## src/rtl/commit_pkg.sv

```systemverilog
// Shared definitions for the in-order commit controller: entry layout, types, FSM codes.
package commit_pkg;

  localparam int DEPTH   = 32;
  localparam int PTR_W   = 5;
  localparam int OCC_W   = PTR_W + 1;
  localparam int ENTRY_W = 42;

  // Entry field positions inside a regfiletmp word
  localparam int RD_MSB     = 41;
  localparam int RD_LSB     = 37;
  localparam int PC_MSB     = 36;
  localparam int PC_LSB     = 5;
  localparam int TYPE_MSB   = 4;
  localparam int TYPE_LSB   = 3;
  localparam int SPEC_DATA  = 2;
  localparam int SPEC_VALID = 1;
  localparam int VALID      = 0;

  localparam logic [1:0] TYPE_ALU = 2'b00;
  localparam logic [1:0] TYPE_LD  = 2'b01;
  localparam logic [1:0] TYPE_ST  = 2'b10;
  localparam logic [1:0] TYPE_BR  = 2'b11;

  localparam logic [0:0] ST_RUN   = 1'b0;
  localparam logic [0:0] ST_FLUSH = 1'b1;

  typedef logic [ENTRY_W-1:0] entry_t;

  // A freshly dispatched entry is valid but not yet speculatively resolved.
  function automatic entry_t pack_dispatch(input logic [4:0]  rd,
                                           input logic [31:0] pc,
                                           input logic [1:0]  typ);
    return {rd, pc, typ, 1'b0, 1'b0, 1'b1};
  endfunction

endpackage

```

## src/rtl/commit_unit_wrap_ptr.sv

```systemverilog
// Wrapping ring-buffer pointer with increment and synchronous clear (clear wins).
module wrap_ptr
  import commit_pkg::*;
#(
  parameter int W = PTR_W
) (
  input  logic         clock,
  input  logic         reset,
  input  logic         inc,
  input  logic         clear,
  output logic [W-1:0] ptr
);

  // NOTE: state registers use non-blocking assignments so every flop samples pre-edge values.
  always_ff @(posedge clock or negedge reset) begin
    if (!reset)     ptr <= '0;
    else if (clear) ptr <= '0;
    else if (inc)   ptr <= ptr + 1'b1;
  end

endmodule

```

## src/rtl/commit_unit.sv

```systemverilog
// In-order allocate/retire controller for the 32-entry regfiletmp window.
// Optional COMMIT_STATS_EN adds free-running commit/flush counters.
module commit_unit
  import commit_pkg::*;
(
  input  logic               clock,
  input  logic               reset,
  input  logic               disp_valid,
  input  logic [4:0]         disp_rd,
  input  logic [31:0]        disp_pc,
  input  logic [1:0]         disp_type,
  output logic               disp_ready,
  output logic               New_entry,
  output logic [PTR_W-1:0]   Waddr,
  output logic [ENTRY_W-1:0] Data_In,
  output logic [PTR_W-1:0]   Rd_Addr1,
  input  logic [ENTRY_W-1:0] Data_out1,
  output logic               commit_valid,
  output logic [4:0]         commit_rd,
  output logic [31:0]        commit_pc,
  output logic [1:0]         commit_type,
  output logic               flush,
  output logic [31:0]        flush_pc,
  output logic [OCC_W-1:0]   occupancy
`ifdef COMMIT_STATS_EN
  ,
  output logic [31:0]        stat_commits,
  output logic [31:0]        stat_flushes
`endif
);

  logic [0:0]       state;
  logic [PTR_W-1:0] head;
  logic [PTR_W-1:0] tail;
  logic [OCC_W-1:0] occ;
  logic             accept;
  logic             head_done;
  logic             retire;
  logic             mispredict;

  // A retire in the same cycle never frees room for a dispatch; readiness looks only at current occupancy.
  assign disp_ready = (state == ST_RUN) && (occ < OCC_W'(DEPTH));
  assign accept     = disp_valid && disp_ready;
  assign head_done  = (occ != '0) && Data_out1[VALID] && Data_out1[SPEC_VALID];
  assign retire     = (state == ST_RUN) && head_done;
  assign mispredict = retire && (Data_out1[TYPE_MSB:TYPE_LSB] == TYPE_BR) && Data_out1[SPEC_DATA];

  assign New_entry  = accept;
  assign Waddr      = tail;
  assign Data_In    = pack_dispatch(disp_rd, disp_pc, disp_type);
  assign Rd_Addr1   = head;
  assign occupancy  = occ;

  wrap_ptr #(.W(PTR_W)) u_head (
    .clock (clock),
    .reset (reset),
    .inc   (retire),
    .clear (mispredict),
    .ptr   (head)
  );

  // A dispatch landing on the mispredict edge is dropped by the clear.
  wrap_ptr #(.W(PTR_W)) u_tail (
    .clock (clock),
    .reset (reset),
    .inc   (accept),
    .clear (mispredict),
    .ptr   (tail)
  );

  always_ff @(posedge clock or negedge reset) begin
    if (!reset)                  occ <= '0;
    else if (mispredict)         occ <= '0;
    else if (accept && !retire)  occ <= occ + 1'b1;
    else if (retire && !accept)  occ <= occ - 1'b1;
  end

  always_ff @(posedge clock or negedge reset) begin
    if (!reset)                  state <= ST_RUN;
    else if (state == ST_FLUSH)  state <= ST_RUN;
    else if (mispredict)         state <= ST_FLUSH;
  end

  always_ff @(posedge clock or negedge reset) begin
    if (!reset) begin
      commit_valid <= 1'b0;
      commit_rd    <= '0;
      commit_pc    <= '0;
      commit_type  <= '0;
      flush        <= 1'b0;
      flush_pc     <= '0;
    end else begin
      commit_valid <= retire;
      flush        <= mispredict;
      if (retire) begin
        commit_rd   <= Data_out1[RD_MSB:RD_LSB];
        commit_pc   <= Data_out1[PC_MSB:PC_LSB];
        commit_type <= Data_out1[TYPE_MSB:TYPE_LSB];
      end
      if (mispredict) flush_pc <= Data_out1[PC_MSB:PC_LSB];
    end
  end

`ifdef COMMIT_STATS_EN
  // Counted on the same edge that raises commit_valid / flush, so they move together.
  always_ff @(posedge clock or negedge reset) begin
    if (!reset) begin
      stat_commits <= '0;
      stat_flushes <= '0;
    end else begin
      if (retire)     stat_commits <= stat_commits + 32'd1;
      if (mispredict) stat_flushes <= stat_flushes + 32'd1;
    end
  end
`endif

endmodule

```

## config.mk

```make
export PLATFORM = sky130hd
export DESIGN_NAME = commit_unit
export DESIGN_NICKNAME = d
export VERILOG_FILES = /design/src/rtl/commit_pkg.sv /design/src/rtl/commit_unit_wrap_ptr.sv /design/src/rtl/commit_unit.sv
export SDC_FILE = /design/constraint.sdc
export NUM_CORES = 1
export LEC_CHECK = 0
export BUFFER_PORTS_ARGS = -buffer_cell sky130_fd_sc_hd__clkbuf_2
export CAP_MARGIN = 25
export CORE_MARGIN = 4
export CORE_UTILIZATION = 45
export DETAILED_ROUTE_END_ITERATION = 12
export PLACE_DENSITY = 0.85
export RECOVER_POWER = 100
export REMOVE_ABC_BUFFERS = 1
export SLEW_MARGIN = 15
export SYNTH_ARGS = -nofsm -noshare
export SYNTH_HDL_FRONTEND = slang
export SYNTH_HIERARCHICAL = 1
export SYNTH_SLANG_ARGS = --single-unit
export TNS_END_PERCENT = 5
```

## constraint.sdc

```tcl
create_clock -name clock -period 3 [get_ports clock]
set_input_delay 0.6 -clock clock [delete_from_list [all_inputs] [get_ports clock]]
set_output_delay 0.6 -clock clock [all_outputs]
set_load 0.03 [all_outputs]
```

# ---- Yosys cells after proc, flatten, opt, wreduce, memory -nomap -nowiden
# Cells that the tools add are included.
dict set report totals {
  regBits 90
  wordCells 41
  out_inout_bits 133
  input_bits 84
}
dict set report classes {
  add_sub_neg 4
  magnitude_cmp 1
  bitwise 1
  n_eq_ne 1
  muxes 9
  reduce_logical 15
}
# op count
set op_table {}
lappend op_table {{$mux 5} 4}
lappend op_table {{$mux 6} 3}
lappend op_table {{$add 5x1->5 const B} 2}
lappend op_table {{$logic_and 1x1->1} 9}
lappend op_table {{$add 6x1->6 const B} 1}
lappend op_table {{$lt 6x6->1 const B} 1}
lappend op_table {{$reduce_bool 6->1} 1}
lappend op_table {{$sub 6x1->6 const B} 1}
lappend op_table {{$reduce_bool 2->1} 2}
lappend op_table {{$reduce_bool 3->1} 1}
lappend op_table {{$eq 2x2->1 const B} 1}
lappend op_table {{$logic_not 1->1} 2}
lappend op_table {{$mux 1} 2}
lappend op_table {{$not 1->1} 1}

# ---- Depth between registers and ports, before layout
dict set report depth {
  ltp_word 8
  mapped_depth 11
  depth_no_buf 11
}

# ---- Cells and area by module
# Netlist, hierarchy kept.
# module area_per_inst_um2 cells_each seq_area_each_um2 n_inst
set by_module_without_submodules {}
lappend by_module_without_submodules {commit_unit 3527.1 250 2001.9 1}
lappend by_module_without_submodules {wrap_ptr 252.7 22 125.1 2}

# ---- Worst setup path before layout
# No wires, ideal clock.
dict set report synth_timing {
  path_kind {flip-flop to flip-flop}
  startpoint {reg occ[5], in the netlist occupancy[5]}
  endpoint {reg occ[5], in the netlist occupancy[5]}
  slack_ps 222
  setup_ps 82
  synth_period_minus_slack_ps 2778
  required_time_ps 2918
  path_buffers 0
  arrival_ps 2696
  stages_incl_launch_ff 11
  path_cell_list {dfrtp_1 -> nor2_1 -> nand2_1 -> inv_1 -> nand2b_1 -> ha_1 -> a21o_1 -> nand4_1 -> and4b_1 -> a21bo_2 -> a31oi_1}
}
dict set report synth_between {
  elab_cells_between_ends 19
  classes_between {add/sub: 2; order compare: 1; mux: 3; reduce/logical: 13}
}
# item line
set synth_lines {}
lappend synth_lines {{start: declaration} commit_unit.sv:35} ;# logic [OCC_W-1:0] occ;
lappend synth_lines {{start signal: assignment} commit_unit.sv:74} ;# else if (accept && !retire) occ <= occ + 1'b1;
lappend synth_lines {{start signal: assignment} commit_unit.sv:75} ;# else if (retire && !accept) occ <= occ - 1'b1;
lappend synth_lines {{$lt 6x6->1 (*)} commit_unit.sv:42} ;# assign disp_ready = (state == ST_RUN) && (occ < OCC_W'(DEPTH));
lappend synth_lines {{$logic_and 1x1->1 (*)} commit_unit.sv:42}
lappend synth_lines {{named net disp_ready} commit_unit.sv:12} ;# output logic disp_ready,
lappend synth_lines {{$logic_and 1x1->1 (*)} commit_unit.sv:43} ;# assign accept = disp_valid && disp_ready;
lappend synth_lines {{named net New_entry} commit_unit.sv:13} ;# output logic New_entry,
lappend synth_lines {{$logic_and 1x1->1 or $logic_not 1->1 (tied branches)} {commit_unit.sv:74, commit_unit.sv:75}}
lappend synth_lines {{$mux 6 or $logic_and 1x1->1 (tied branches)} {commit_unit.sv:74, commit_unit.sv:75}}
lappend synth_lines {{$mux 6 or $reduce_bool 3->1 (tied branches)} --}
# The timed path passes the listed nets; every way through them passes the cells marked *. The select of a mux whose other input is x is not followed.
# A chain may end at the register's enable or synchronous reset.

# ---- Worst setup path in the final report
dict set report layout_timing {
  startpoint {reg occ[5], in the netlist occupancy[5]}
  endpoint {reg occ[5], in the netlist occupancy[5]}
}
dict set report layout_between {
  elab_chain_len 8
  elab_cells_between_ends 19
  classes_between {add/sub: 2; order compare: 1; mux: 3; reduce/logical: 13}
}
# item
set layout_lines {}
lappend layout_lines {{branches (longest 8 deep; another with $lt 6x6->1)}}
# Several ways; the timed one is not identified. The select of a mux whose other input is x is not followed.

==> metrics.txt <==
Iter 0 DRT Violations=72; HPWL after detailed placement=7.162 mm; core region area=0.008721 mm^2; FF/Latch Area=0.002252 mm^2; leak pwr=2.052 nW; Max IR drop VDD=0.0003917 V; Max Slew Vio Count=41; Top FF cell, synth=dfrtp_1; Root Driver=clkbuf_8; PostCTS Resize Cnt=0; die area=0.01054 mm^2; Layout Skew=roughly 0.014 ns; R2R Setup Slk=0.43 ns; die width=between 100 and 150 um; hold path cells=2; H-tree Lvls=3; vias=2638; Clock transition at path regs=approximately 0.09 ns; drc violations=0; vias in the first global route=2792; HP Class=input port to flop; ant diodes=0; pin count of the biggest net entering global routing=51; CTS buffer count=9; worst path required time=3.26 ns; initial antenna violation count=0; fraction of registers with async set/reset=100.0%; Initial Util=46.24%; Worst R2R Path Depth=9; share of layout cells above drive strength 1=33.42%; Non-Filler Instances=506; count of unique library cells instantiated by Yosys=35; Synth warnings=6; Max stage delay on crit path=0.55 ns; slowest CP cell=nor4_1; Rows=34; vias per cell=5.213; Hold Path Sink=commit_rd[2]; syn avg cell area=13.72 um^2; final WL=9.358 mm; Buf/Inv on CP=0; Clk Latency, worst-skew pair=0.35 ns; Crit path max-delay family=simple AND/OR/NAND/NOR gates; Yosys reg bits=90; Post-synth EDFFs=0; footprint of the multi-input gates=between 0.001 and 0.0015 mm^2; status=finished with violations; Pwr Density=974.8 mW/mm^2; Cell Area, Synth=slightly above 0.004 mm^2; maximum capacitance violations=1; Met1 Wirelength=3.683 mm; # placed instances=490; Setup-failing EPs final=0; Post-CTS Setup Inserts=0; unrepaired setup endpoints after global routing=no; Tmin final=2.565 ns; failing checks=capacitance limit, slew limit; Placer Congestion=0.8553; Setup crit start kind=flop; met3 wire length=1.243 mm; post-synthesis sequential area ratio=between 50% and 60%; Port Buffers=135; dpl ws=between 0.4 and 0.5 ns; Nets=484; commonest non-fill, non-tap cells in the layout=clkbuf_1, dfrtp_1, mux2_2, clkbuf_2, nor2_1; slew margin rel.=-51.74%; ANT nets after route=0; WL met2=4.303 mm; capturing point of the worst reg2reg path=occupancy[5]; first-pass GRT wire length=about 14 mm; worst r2r src=occupancy[5]; TritonCTS clock tree=done; Die Ht=~100 um; top sig layer=met5; hold buffers post-CTS=0; CTS Sinks=90; Slew @ Worst Pin=2.276 ns; synth-to-layout area growth=14.02%; CP Capture Type=flop; Worst Path Max Fanout=5; Avg WL per Cell=around 18 um; worst path arrival time=2.82 ns; Worst Setup Slack, final=0.4347 ns; cell count after synthesis=294; CP Class=flop to flop; Final Hold Fails=0; fmax=0.3898 GHz; DRT Pass-1 Iters=4; HP Start=Data_out1[39]; FILL cells=roughly 800; CTS max path bufs=2; Critical Path, Cell by Cell=nor4_1 > a211oi_4 > nand2b_1 > ha_1 > a21o_1 > nand4_1 > and4b_1 > a21bo_2 > a31oi_1; Period Utilization, post-route=85.51%; leading cell type in the layout, fill and taps excluded=clkbuf_1; Congestion Overflow GR=0; boundary pin count=217; total track usage=17.91%
## cells in the mapped netlist, types with 2 or more instances
master     n  area [um^2]
nand2_1    3        11.26
dfrtp_1   90         2252
nand4_1    5        31.28
mux2_2    68        765.7
xnor2_1    4        35.03
a21bo_1    2        20.02
nand3b_1   2        15.01
a21oi_1    4        20.02
mux2_1     5        56.30
inv_1      4        15.01
nor2b_1    4        25.02
nor2_1    17        63.81
ha_1       6        75.07
nand2b_1   3        18.77
conb_1     2        7.510
buf_4     45        337.8
mux2i_1    5        50.05
mux2_4     2        30.03
buf_2      6        30.03
and4_1     2        17.52
## where the power goes
group          internal, mW  switching [mW]
logic                 0.606            1.24
clock network         0.433           0.420
registers              1.55           0.239
## per-layer routing
metal | up-vias | track usage (%)
li1 | 1164 | -
met1 | 1323 | 21.87
met2 | 136 | 26.81
met3 | 13 | 10.08
met4 | 2 | 4.844
met5 | - | 5.769
## registers in the layout, summed over array words and instances, names as in the netlist
signal,flops
commit_pc,32
commit_rd,5
commit_type,2
commit_valid,1
flush,1
flush_pc,32
occupancy,6
state,1
u_head/ptr,5
u_tail/ptr,5
## cell families (layout without fill, tap and decap cells)
kind of cell	count (synthesis)	in the layout	synth area share, %
AO/OA/AOI/OAI	11	11	2.265
XOR/XNOR	6	6	1.489
buffers and inverters	56	159	9.773
adder cells (fa/ha/maj)	7	7	2.358
AND/OR/NAND/NOR	42	42	5.709
flip-flops	90	90	55.85
multiplexers	80	80	22.37
other	2	3	0.1862
## worst max path at each step
stage / start / end / slack, ns / cells past startpoint
floorplan: occupancy[3] / flush_pc[0] / -0.99 / 4
detailed placement: Data_out1[0] / occupancy[4] / 0.47 / 11
global placement: Data_out1[0] / occupancy[4] / 0.59 / 11
global route: occupancy[5] / occupancy[5] / 0.20 / 9
CTS: occupancy[5] / occupancy[5] / 0.55 / 9
finish: occupancy[5] / occupancy[5] / 0.43 / 9
## stage by stage
stage,util [%],setup TNS [ns],hold WS (ns),area (um^2),power (mW)
floorplan,-,-44.88,0.3044,3657,3.165
global placement,51.54,0,0.4669,4494,3.677
detailed placement,51.85,0,0.4797,4522,3.778
CTS,54.30,0,0.2259,4736,4.648
global route,52.73,0,0.4677,4598,4.759
finish,52.73,0,0.4890,4598,4.482
## final cells by class
cell class                 count  share of cell area (%)
clock inverter                 5                   1.361
tap                          108                   2.939
timing repair buffer         139                   13.14
sequential                    90                   48.98
inverter                       4                  0.3265
clock buffer                  11                   3.293
multi-input combinational    149                   29.96
## worst reg2reg max path, cell delays in order (launching register included)
cell and delay [ns]:
dfrtp_1 0.43, nor4_1 0.55, a211oi_4 0.13, nand2b_1 0.25, ha_1 0.32, a21o_1 0.12, nand4_1 0.09, and4b_1 0.21
a21bo_2 0.21, a31oi_1 0.16
Power figures use the tool's default switching activity.
